`src/rtl/encorder_4to2_if.sv`:
```
// Request/result bundle for the 4-to-2 priority encoder.
// The master drives the capture enable and request vector; the slave
// (the encoder) returns the registered index and status flags.
interface encorder_4to2_if;
    logic       en;     // capture enable
    logic [3:0] D;      // request vector, bit i = request on line i
    logic [1:0] Q;      // registered index of the winning request
    logic       valid;  // registered: at least one request was set
    logic       multi;  // registered: two or more requests were set

    modport master (
        output en,
        output D,
        input  Q,
        input  valid,
        input  multi
    );

    modport slave (
        input  en,
        input  D,
        output Q,
        output valid,
        output multi
    );
endinterface : encorder_4to2_if

```
`src/rtl/encorder_4to2.sv`:
```
// Registered 4-to-2 priority encoder.
// Combinational encode of D (priority direction chosen by MSB_FIRST),
// followed by a single enable-gated output register. The outputs come
// only from flops, so they never follow D or en between clock edges.
module encorder_4to2 #(
    parameter bit MSB_FIRST = 1'b1  // 1: highest set bit wins, 0: lowest wins
) (
    input  logic            clk,
    input  logic            rst_n,
    encorder_4to2_if.slave  bus
);

    // Combinational encode results
    logic [1:0] idx_hi;    // index of the highest set bit
    logic [1:0] idx_lo;    // index of the lowest set bit
    logic [1:0] idx_sel;   // index chosen by the priority direction
    logic [2:0] pop_cnt;   // number of set request bits (0..4)
    logic       any_set;
    logic       many_set;

    // Output register and its next-state
    logic [1:0] q_q,     q_d;
    logic       valid_q, valid_d;
    logic       multi_q, multi_d;

    // Priority encode from the top: highest set bit wins.
    // NOTE: every variable assigned in always_comb gets a default first, so
    // no path leaves it unassigned and no latch is inferred.
    always_comb begin
        idx_hi = 2'd0;
        if (bus.D[3]) begin
            idx_hi = 2'd3;
        end else if (bus.D[2]) begin
            idx_hi = 2'd2;
        end else if (bus.D[1]) begin
            idx_hi = 2'd1;
        end
    end

    // Priority encode from the bottom: lowest set bit wins.
    always_comb begin
        idx_lo = 2'd0;
        if (bus.D[0]) begin
            idx_lo = 2'd0;
        end else if (bus.D[1]) begin
            idx_lo = 2'd1;
        end else if (bus.D[2]) begin
            idx_lo = 2'd2;
        end else if (bus.D[3]) begin
            idx_lo = 2'd3;
        end
    end

    // Direction select, population count and status flags.
    // An empty vector falls through both encoders to index 0.
    always_comb begin
        idx_sel  = MSB_FIRST ? idx_hi : idx_lo;
        pop_cnt  = {2'b00, bus.D[0]} + {2'b00, bus.D[1]}
                 + {2'b00, bus.D[2]} + {2'b00, bus.D[3]};
        any_set  = |bus.D;
        many_set = (pop_cnt >= 3'd2);
    end

    // Next-state: load the fresh encode when enabled, otherwise hold.
    always_comb begin
        q_d     = q_q;
        valid_d = valid_q;
        multi_d = multi_q;
        if (bus.en) begin
            q_d     = idx_sel;
            valid_d = any_set;
            multi_d = many_set;
        end
    end

    // Single output register stage with asynchronous reset.
    // NOTE: sequential state uses non-blocking assignments so every flop
    // samples pre-edge values regardless of statement order.
    // NOTE: reset clears the outputs immediately, without waiting for a clock
    // edge; rst_n release must be synchronized to clk by the integrator.
    always_ff @(posedge clk or negedge rst_n) begin
        if (!rst_n) begin
            q_q     <= 2'd0;
            valid_q <= 1'b0;
            multi_q <= 1'b0;
        end else begin
            q_q     <= q_d;
            valid_q <= valid_d;
            multi_q <= multi_d;
        end
    end

    assign bus.Q     = q_q;
    assign bus.valid = valid_q;
    assign bus.multi = multi_q;

endmodule : encorder_4to2

```
`src/flat_wrapper.sv`:
```
// flat-port wrapper written by rule: the top's interface ports become plain ports
module encorder_4to2_flat 
#(
    parameter bit MSB_FIRST = 1'b1                                            
)
  (clk, rst_n, bus_en, bus_D, bus_Q, bus_valid, bus_multi);
  encorder_4to2_if bus_i ();
  input  logic clk;
  input  logic rst_n;
  input wire logic [$bits(bus_i.en)-1:0] bus_en;
  input wire logic [$bits(bus_i.D)-1:0] bus_D;
  output wire logic [$bits(bus_i.Q)-1:0] bus_Q;
  output wire logic [$bits(bus_i.valid)-1:0] bus_valid;
  output wire logic [$bits(bus_i.multi)-1:0] bus_multi;
  assign bus_i.en = bus_en;
  assign bus_i.D = bus_D;
  assign bus_Q = bus_i.Q;
  assign bus_valid = bus_i.valid;
  assign bus_multi = bus_i.multi;
  encorder_4to2 #(.MSB_FIRST(MSB_FIRST)) u_core (.clk(clk), .rst_n(rst_n), .bus(bus_i));
endmodule
```
`config.mk`:
```
export PLATFORM = sky130hd
export DESIGN_NAME = encorder_4to2_flat
export DESIGN_NICKNAME = d
export VERILOG_FILES = /design/src/rtl/encorder_4to2_if.sv /design/src/rtl/encorder_4to2.sv /design/src/flat_wrapper.sv
export SDC_FILE = /design/constraint.sdc
export NUM_CORES = 1
export LEC_CHECK = 0
export BUFFER_PORTS_ARGS = -buffer_cell sky130_fd_sc_hd__buf_2
export CELL_PAD_IN_SITES_DETAIL_PLACEMENT = 1
export CELL_PAD_IN_SITES_GLOBAL_PLACEMENT = 1
export CORE_AREA = 3 3 40 42
export CTS_BUF_LIST = sky130_fd_sc_hd__clkbuf_8
export CTS_CLUSTER_DIAMETER = 200
export DETAILED_ROUTE_END_ITERATION = 12
export DIE_AREA = 0 0 43 45
export GPL_ROUTABILITY_DRIVEN = 0
export PLACE_DENSITY_LB_ADDON = 0.1
export SYNTH_ARGS = -nofsm -noshare
export SYNTH_HDL_FRONTEND = slang
export SYNTH_SLANG_ARGS = --single-unit
```
`constraint.sdc`:
```
create_clock -name clk -period 1.1 [get_ports clk]
set_input_delay 0.275 -clock clk [delete_from_list [all_inputs] [get_ports clk]]
set_output_delay 0.275 -clock clk [all_outputs]
set_load 0.05 [all_outputs]
```
==> impl_metrics.py, run 1 <==
metrics = {
    "outcome": {
        "run_status": "finished, final reports clean",
    },
    "setup_path": {
        "crit_chain": "buf_4",
        "start_kind": "flop",
        "r2r-start": "u_core.bus.multi",
        "crit_buf_inv": 1,
        "setup.reg_to_reg.worst_slack_ps": 460,
        "cp.arrival_ps": 790,
        "critPathMaxStageDelay_ps": 380,
        "path_class": "reg -> out",
        "crit_fanout": 2,
        "startpoint": "u_core.bus.Q[0]",
        "crit_family": "flip-flops",
        "cp-end-kind": "output pin",
        "crit_slowest_cell": "dfrtp_1",
        "crit_required_ps": 820,
    },
    "synth": {
        "yosysMostFrequentCell": "dfrtp_1",
        "yosysTopAreaCellShare": 0.455,
        "postSynth.asyncResetShare": 1.00,
        "yosys.area.top_type": "dfrtp_1",
        "yosys_warnings": 0,
        "syn_inst": 22,
        "syn_area_um2": 220,
        "ys_seq_area_frac": 0.455,
        "avgSynthCellArea_um2": 10.0,
        "synth_cell_type_count": 10,
        "ys.flop_type": "dfrtp_1",
        "synth.area.top_cells": "dfrtp_1, ha_1, a31oi_1",
        "synth_edf_count": 0,
        "syn_nets": 32,
        "synthTopCellsByCount": "dfrtp_1, ha_1, inv_1, nor2_1",
        "ys_seq_elements": 4,
    },
    "final_layout": {
        "fin_nets": 49,
        "utilization": 0.315,
        "layout-drive-gt1-share": 0.595,
        "syn2layout_area_growth_pct": 83.5,
        "design_area_um2": 404,
        "antenna_cells": 0,
    },
    "sta": {
        "setup_viol": 0,
        "relSlewSlack": 0.894,
        "rsz0062_at_grt": "false",
        "tightest_slew_ps": 159,
        "skew_ps": 0,
        "finalCritPeriodShare": 0.966,
        "maxSlewViolCount": 0,
        "hold_viol": 0,
        "period_needed_ps": 1060,
        "fmax_ghz": 0.941,
    },
    "floorplanning": {
        "start_util": 0.171,
        "ioPinCount": 11,
        "dieArea_um2": 1940,
        "die-height_um": 45,
        "core_area_um2": 1280,
        "die_x_um": 43,
        "fp-row-count": 13,
    },
    "routing": {
        "drc": 0,
        "wire_per_inst_um": 9.75,
        "drtIter0Drc": 0,
        "drt_wl_total_um": 507,
        "dr_total_vias": 196,
        "viasPerCell": 3.77,
        "firstDrtPassIters": 1,
        "ant_nets": 0,
    },
    "clock_tree": {
        "cts_tree": "done",
        "clock_latency_ps": 210,
        "root_buffer": "clkbuf_8",
        "htreeDepth": 1,
        "cts_buffer_depth": 2,
        "clk_pin_slew_ps": 30,
        "cts_buffers": 3,
        "post_cts_buffers": 0,
        "cts.sinks": 4,
    },
    "grt": {
        "grt_pass1_wl_um": 738,
        "grt_max_degree": 9,
        "antenna_found_initial": 0,
        "grt_usage": 0.0584,
        "grt-ovfl-total": 0,
        "grt_pass1_vias": 203,
    },
    "power_and_ir_drop": {
        "swShare": 0.269,
        "seqPwrFrac": 0.270,
        "vdd_drop_max_v": 0.000349,
        "p_leak_nw": 0.178,
        "power_frac_comb": 0.241,
        "clockPowerShare": 0.489,
        "p_sw_mw": 0.167,
        "powerDensity_nw_per_um2": 1540,
        "intPower_mw": 0.456,
    },
    "place": {
        "placement.cell_area_um2": 330,
        "hpwl_um": 414,
        "port_buffers": 10,
    },
    "hold_path": {
        "hp-class": "in -> reg",
        "hp-start": "bus_D[3]",
    },
    "flow_run": {
        "drv_cap": 0,
    },
}
cell usage in the layout (no fill, tap or decap):
| master | count |
|---|---|
| buf_2 | 4 |
| inv_1 | 1 |
| inv_6 | 1 |
| a21oi_1 | 2 |
| nor2_2 | 2 |
| buf_4 | 5 |
| a31oi_1 | 2 |
| clkbuf_4 | 1 |
| ha_1 | 1 |
| nor2_1 | 3 |
| clkbuf_8 | 3 |
| a211oi_2 | 1 |
| buf_6 | 2 |
| nand2b_1 | 1 |
| dlygate4sd3_1 | 1 |
| dfrtp_1 | 4 |
| inv_4 | 1 |
| ha_4 | 2 |
metal layers:
metal / up-vias / part of all wire / GRT usage
met2: 10 / 0.45 / 0.0778
li1: 104 / - / -
met3: 0 / 0.12 / 0.0159
met4: 0 / 0 / 0.108
met1: 82 / 0.42 / 0.0534
met5: - / 0 / 0
metrics by stage:
stage	instances	setup WS [ps]	hold WS (ps)	TNS, ps	power [mW]
global placement	48	-203	82.1	-203	0.307
global route	52	1.43	353	0	0.650
detailed placement	48	-199	86.2	-199	0.309
CTS	52	6.10	339	0	0.628
finish	52	37.2	342	0	0.623
floorplan	22	0.212	-20.6	0	0.265
power by group through the flow:
| stage | clock, mW | combinational [mW] | sequential (mW) |
|---|---|---|---|
| global placement | 0 | 0.138 | 0.169 |
| CTS | 0.315 | 0.145 | 0.168 |
| global route | 0.318 | 0.162 | 0.171 |
| floorplan | 0 | 0.0486 | 0.216 |
| finish | 0.305 | 0.150 | 0.168 |
| detailed placement | 0 | 0.139 | 0.170 |
layout make-up:
cell class	instances	area, um^2
multi-input combinational	14	128
inverter	3	18.8
fill	155	881
tap	15	18.8
clock buffer	3	41.3
sequential	4	100
timing repair buffer	13	97.6
what timing repair did:
item / in CTS / in global routing
pin swaps: 0 / 4
gates resized for setup: 2 / 7
endpoints found under the setup margin: 2 / 3
hold buffers: 1 / 0
endpoints found under the hold margin: 4 / 0
flip-flops by register name, indices dropped and copies added (netlist names):
name and cells:
u_core.bus.Q 2, u_core.bus.multi 1, u_core.bus.valid 1
logic make-up (layout without fill, tap and decap cells):
family	after synthesis	in the layout	share of synthesized area
AO/OA/AOI/OAI	5	5	0.136
adder cells (fa/ha/maj)	3	3	0.170
buffers and inverters	4	19	0.102
flip-flops	4	4	0.455
AND/OR/NAND/NOR	6	6	0.136
final timing paths:
check | endpoint | depth (start not counted)
min | u_core.bus.Q[0] | 3
max reg2reg | u_core.bus.multi | 2
min reg2reg | u_core.bus.Q[1] | 2
min in group asynchronous | u_core.bus.multi | 2
max in group asynchronous | u_core.bus.Q[1] | 2
max | bus_Q[0] | 1
(Power assumes the default switching activity.)
==> inputs of run 2 (changes only) <==
--- a/config.mk
+++ b/config.mk
@@ -8,13 +8,13 @@
 export BUFFER_PORTS_ARGS = -buffer_cell sky130_fd_sc_hd__buf_2
 export CELL_PAD_IN_SITES_DETAIL_PLACEMENT = 1
 export CELL_PAD_IN_SITES_GLOBAL_PLACEMENT = 1
-export CORE_AREA = 3 3 40 42
+export CORE_AREA = 2 2 39 41
 export CTS_BUF_LIST = sky130_fd_sc_hd__clkbuf_8
 export CTS_CLUSTER_DIAMETER = 200
 export DETAILED_ROUTE_END_ITERATION = 12
-export DIE_AREA = 0 0 43 45
+export DIE_AREA = 0 0 41 43
 export GPL_ROUTABILITY_DRIVEN = 0
-export PLACE_DENSITY_LB_ADDON = 0.1
+export PLACE_DENSITY = 0.44
 export SYNTH_ARGS = -nofsm -noshare
 export SYNTH_HDL_FRONTEND = slang
 export SYNTH_SLANG_ARGS = --single-unit
==> run 2 against run 1 <==
Total power fell by 1.3%. Global-route usage is 1.2 points higher. Critical endpoint unchanged. Worst setup slack worse by 7.4 ps.
==> impl_metrics.py, run 2 (same netlist as run 1, synthesis figures left out) <==
metrics = {
    "power_and_ir_drop": {
        "vdd_drop_max_v": 0.000357,
        "p_sw_mw": 0.163,
        "power_frac_comb": 0.238,
        "swShare": 0.265,
        "seqPwrFrac": 0.275,
        "intPower_mw": 0.452,
        "p_leak_nw": 0.175,
        "powerDensity_nw_per_um2": 1550,
        "clockPowerShare": 0.486,
    },
    "setup_path": {
        "cp.arrival_ps": 800,
        "critPathMaxStageDelay_ps": 380,
        "crit_chain": "buf_4",
        "crit_fanout": 2,
        "crit_family": "flip-flops",
        "crit_slowest_cell": "dfrtp_1",
        "path_class": "reg -> out",
        "cp-end-kind": "output pin",
        "r2r-start": "u_core.bus.multi",
        "startpoint": "u_core.bus.Q[0]",
        "start_kind": "flop",
        "crit_buf_inv": 1,
        "crit_required_ps": 820,
    },
    "sta": {
        "finalWorstSetupSlack_ps": 29.8,
        "rsz0062_at_grt": "true",
        "period_needed_ps": 1070,
        "setup_viol": 0,
        "hold_viol": 0,
        "maxSlewViolCount": 0,
        "finalSetupTns_ps": 0,
        "skew_ps": 0,
        "relSlewSlack": 0.895,
        "finalCritPeriodShare": 0.973,
        "fmax_ghz": 0.934,
        "tightest_slew_ps": 157,
        "hold_ws_ps": 343,
    },
    "hold_path": {
        "hp-class": "in -> reg",
        "hp-start": "bus_D[3]",
    },
    "grt": {
        "grt_usage": 0.0705,
        "grt_pass1_wl_um": 800,
        "grt_pass1_vias": 225,
        "antenna_found_initial": 0,
        "grt_max_degree": 9,
        "grt-ovfl-total": 0,
    },
    "floorplanning": {
        "die_x_um": 41,
        "dieArea_um2": 1760,
        "core_area_um2": 1380,
        "start_util": 0.159,
        "fp-row-count": 14,
        "ioPinCount": 11,
        "die-height_um": 43,
    },
    "routing": {
        "dr_total_vias": 201,
        "drc": 0,
        "drtIter0Drc": 0,
        "wire_per_inst_um": 9.08,
        "ant_nets": 0,
        "drt_wl_total_um": 481,
        "viasPerCell": 3.79,
        "firstDrtPassIters": 1,
    },
    "place": {
        "hpwl_um": 402,
        "dp_slack_ps": -205,
        "port_buffers": 10,
    },
    "clock_tree": {
        "cts.sinks": 4,
        "htreeDepth": 1,
        "clk_pin_slew_ps": 30,
        "clock_latency_ps": 210,
        "cts_buffers": 3,
        "cts_tree": "done",
        "post_cts_buffers": 0,
        "cts_buffer_depth": 2,
        "root_buffer": "clkbuf_8",
    },
    "final_layout": {
        "largest_reg_flops": 2,
        "mostFrequentLayoutCells": "buf_2, buf_4, dfrtp_1",
        "antenna_cells": 0,
        "fin_nets": 49,
        "layout-drive-gt1-share": 0.595,
        "syn2layout_area_growth_pct": 79.5,
        "n_fill_cell": 163,
    },
    "outcome": {
        "run_status": "finished, final reports clean",
    },
    "flow_run": {
        "drv_cap": 0,
    },
}
-- run 2: worst paths after layout --
path / end / depth (start not counted) / slack [ps]
hold / removal: u_core.bus.Q[0] / 3 / 340
setup reg to reg: u_core.bus.multi / 2 / 460
max in group asynchronous: u_core.bus.multi / 2 / 590
min in group asynchronous: u_core.bus.Q[0] / 2 / 400
setup / recovery: bus_Q[0] / 1 / 30
hold reg to reg: u_core.bus.Q[1] / 2 / 540
-- run 2: power groups by stage --
stage / combinational (mW) / sequential (mW) / clock, mW
6_report: 0.147 / 0.169 / 0.299
5_1_grt: 0.162 / 0.170 / 0.325
4_1_cts: 0.145 / 0.169 / 0.309
3_5_place_dp: 0.138 / 0.170 / 0
3_3_place_gp: 0.137 / 0.169 / 0
2_1_floorplan: 0.0486 / 0.216 / 0
-- run 2: area by class of cell --
type                    instances  area [um^2]  share of cell area
clock buffers                   3         41.3               0.104
multi-input cells              14          128               0.323
repair buffers                 13         87.6               0.222
flip-flops and latches          4          100               0.253
inverters                       3         18.8              0.0475
well taps                      16         20.0              0.0506
-- run 2: metal layers --
layer,vias to the layer above,wire length [um],global-route usage
met5,-,0,0
met4,0,0,0.0800
met3,0,38,0.0157
met2,10,232,0.0969
met1,89,210,0.0779
li1,102,-,-
-- run 2: repair_timing --
action,CTS,global route
pin swaps,0,1
endpoints found under the hold margin,4,0
endpoints found under the setup margin,2,3
hold buffers,1,0
gates resized for setup,2,3
gates cloned,0,0
-- run 2: stage by stage --
step                      cells  instance area (um^2)  power [mW]   util
final                        53                   395       0.615  0.286
after global routing         53                   395       0.657  0.286
after CTS                    53                   388       0.623  0.280
after detailed placement     49                   332       0.308  0.240
after global placement       49                   332       0.306  0.240
after floorplan              22                   258       0.265      -
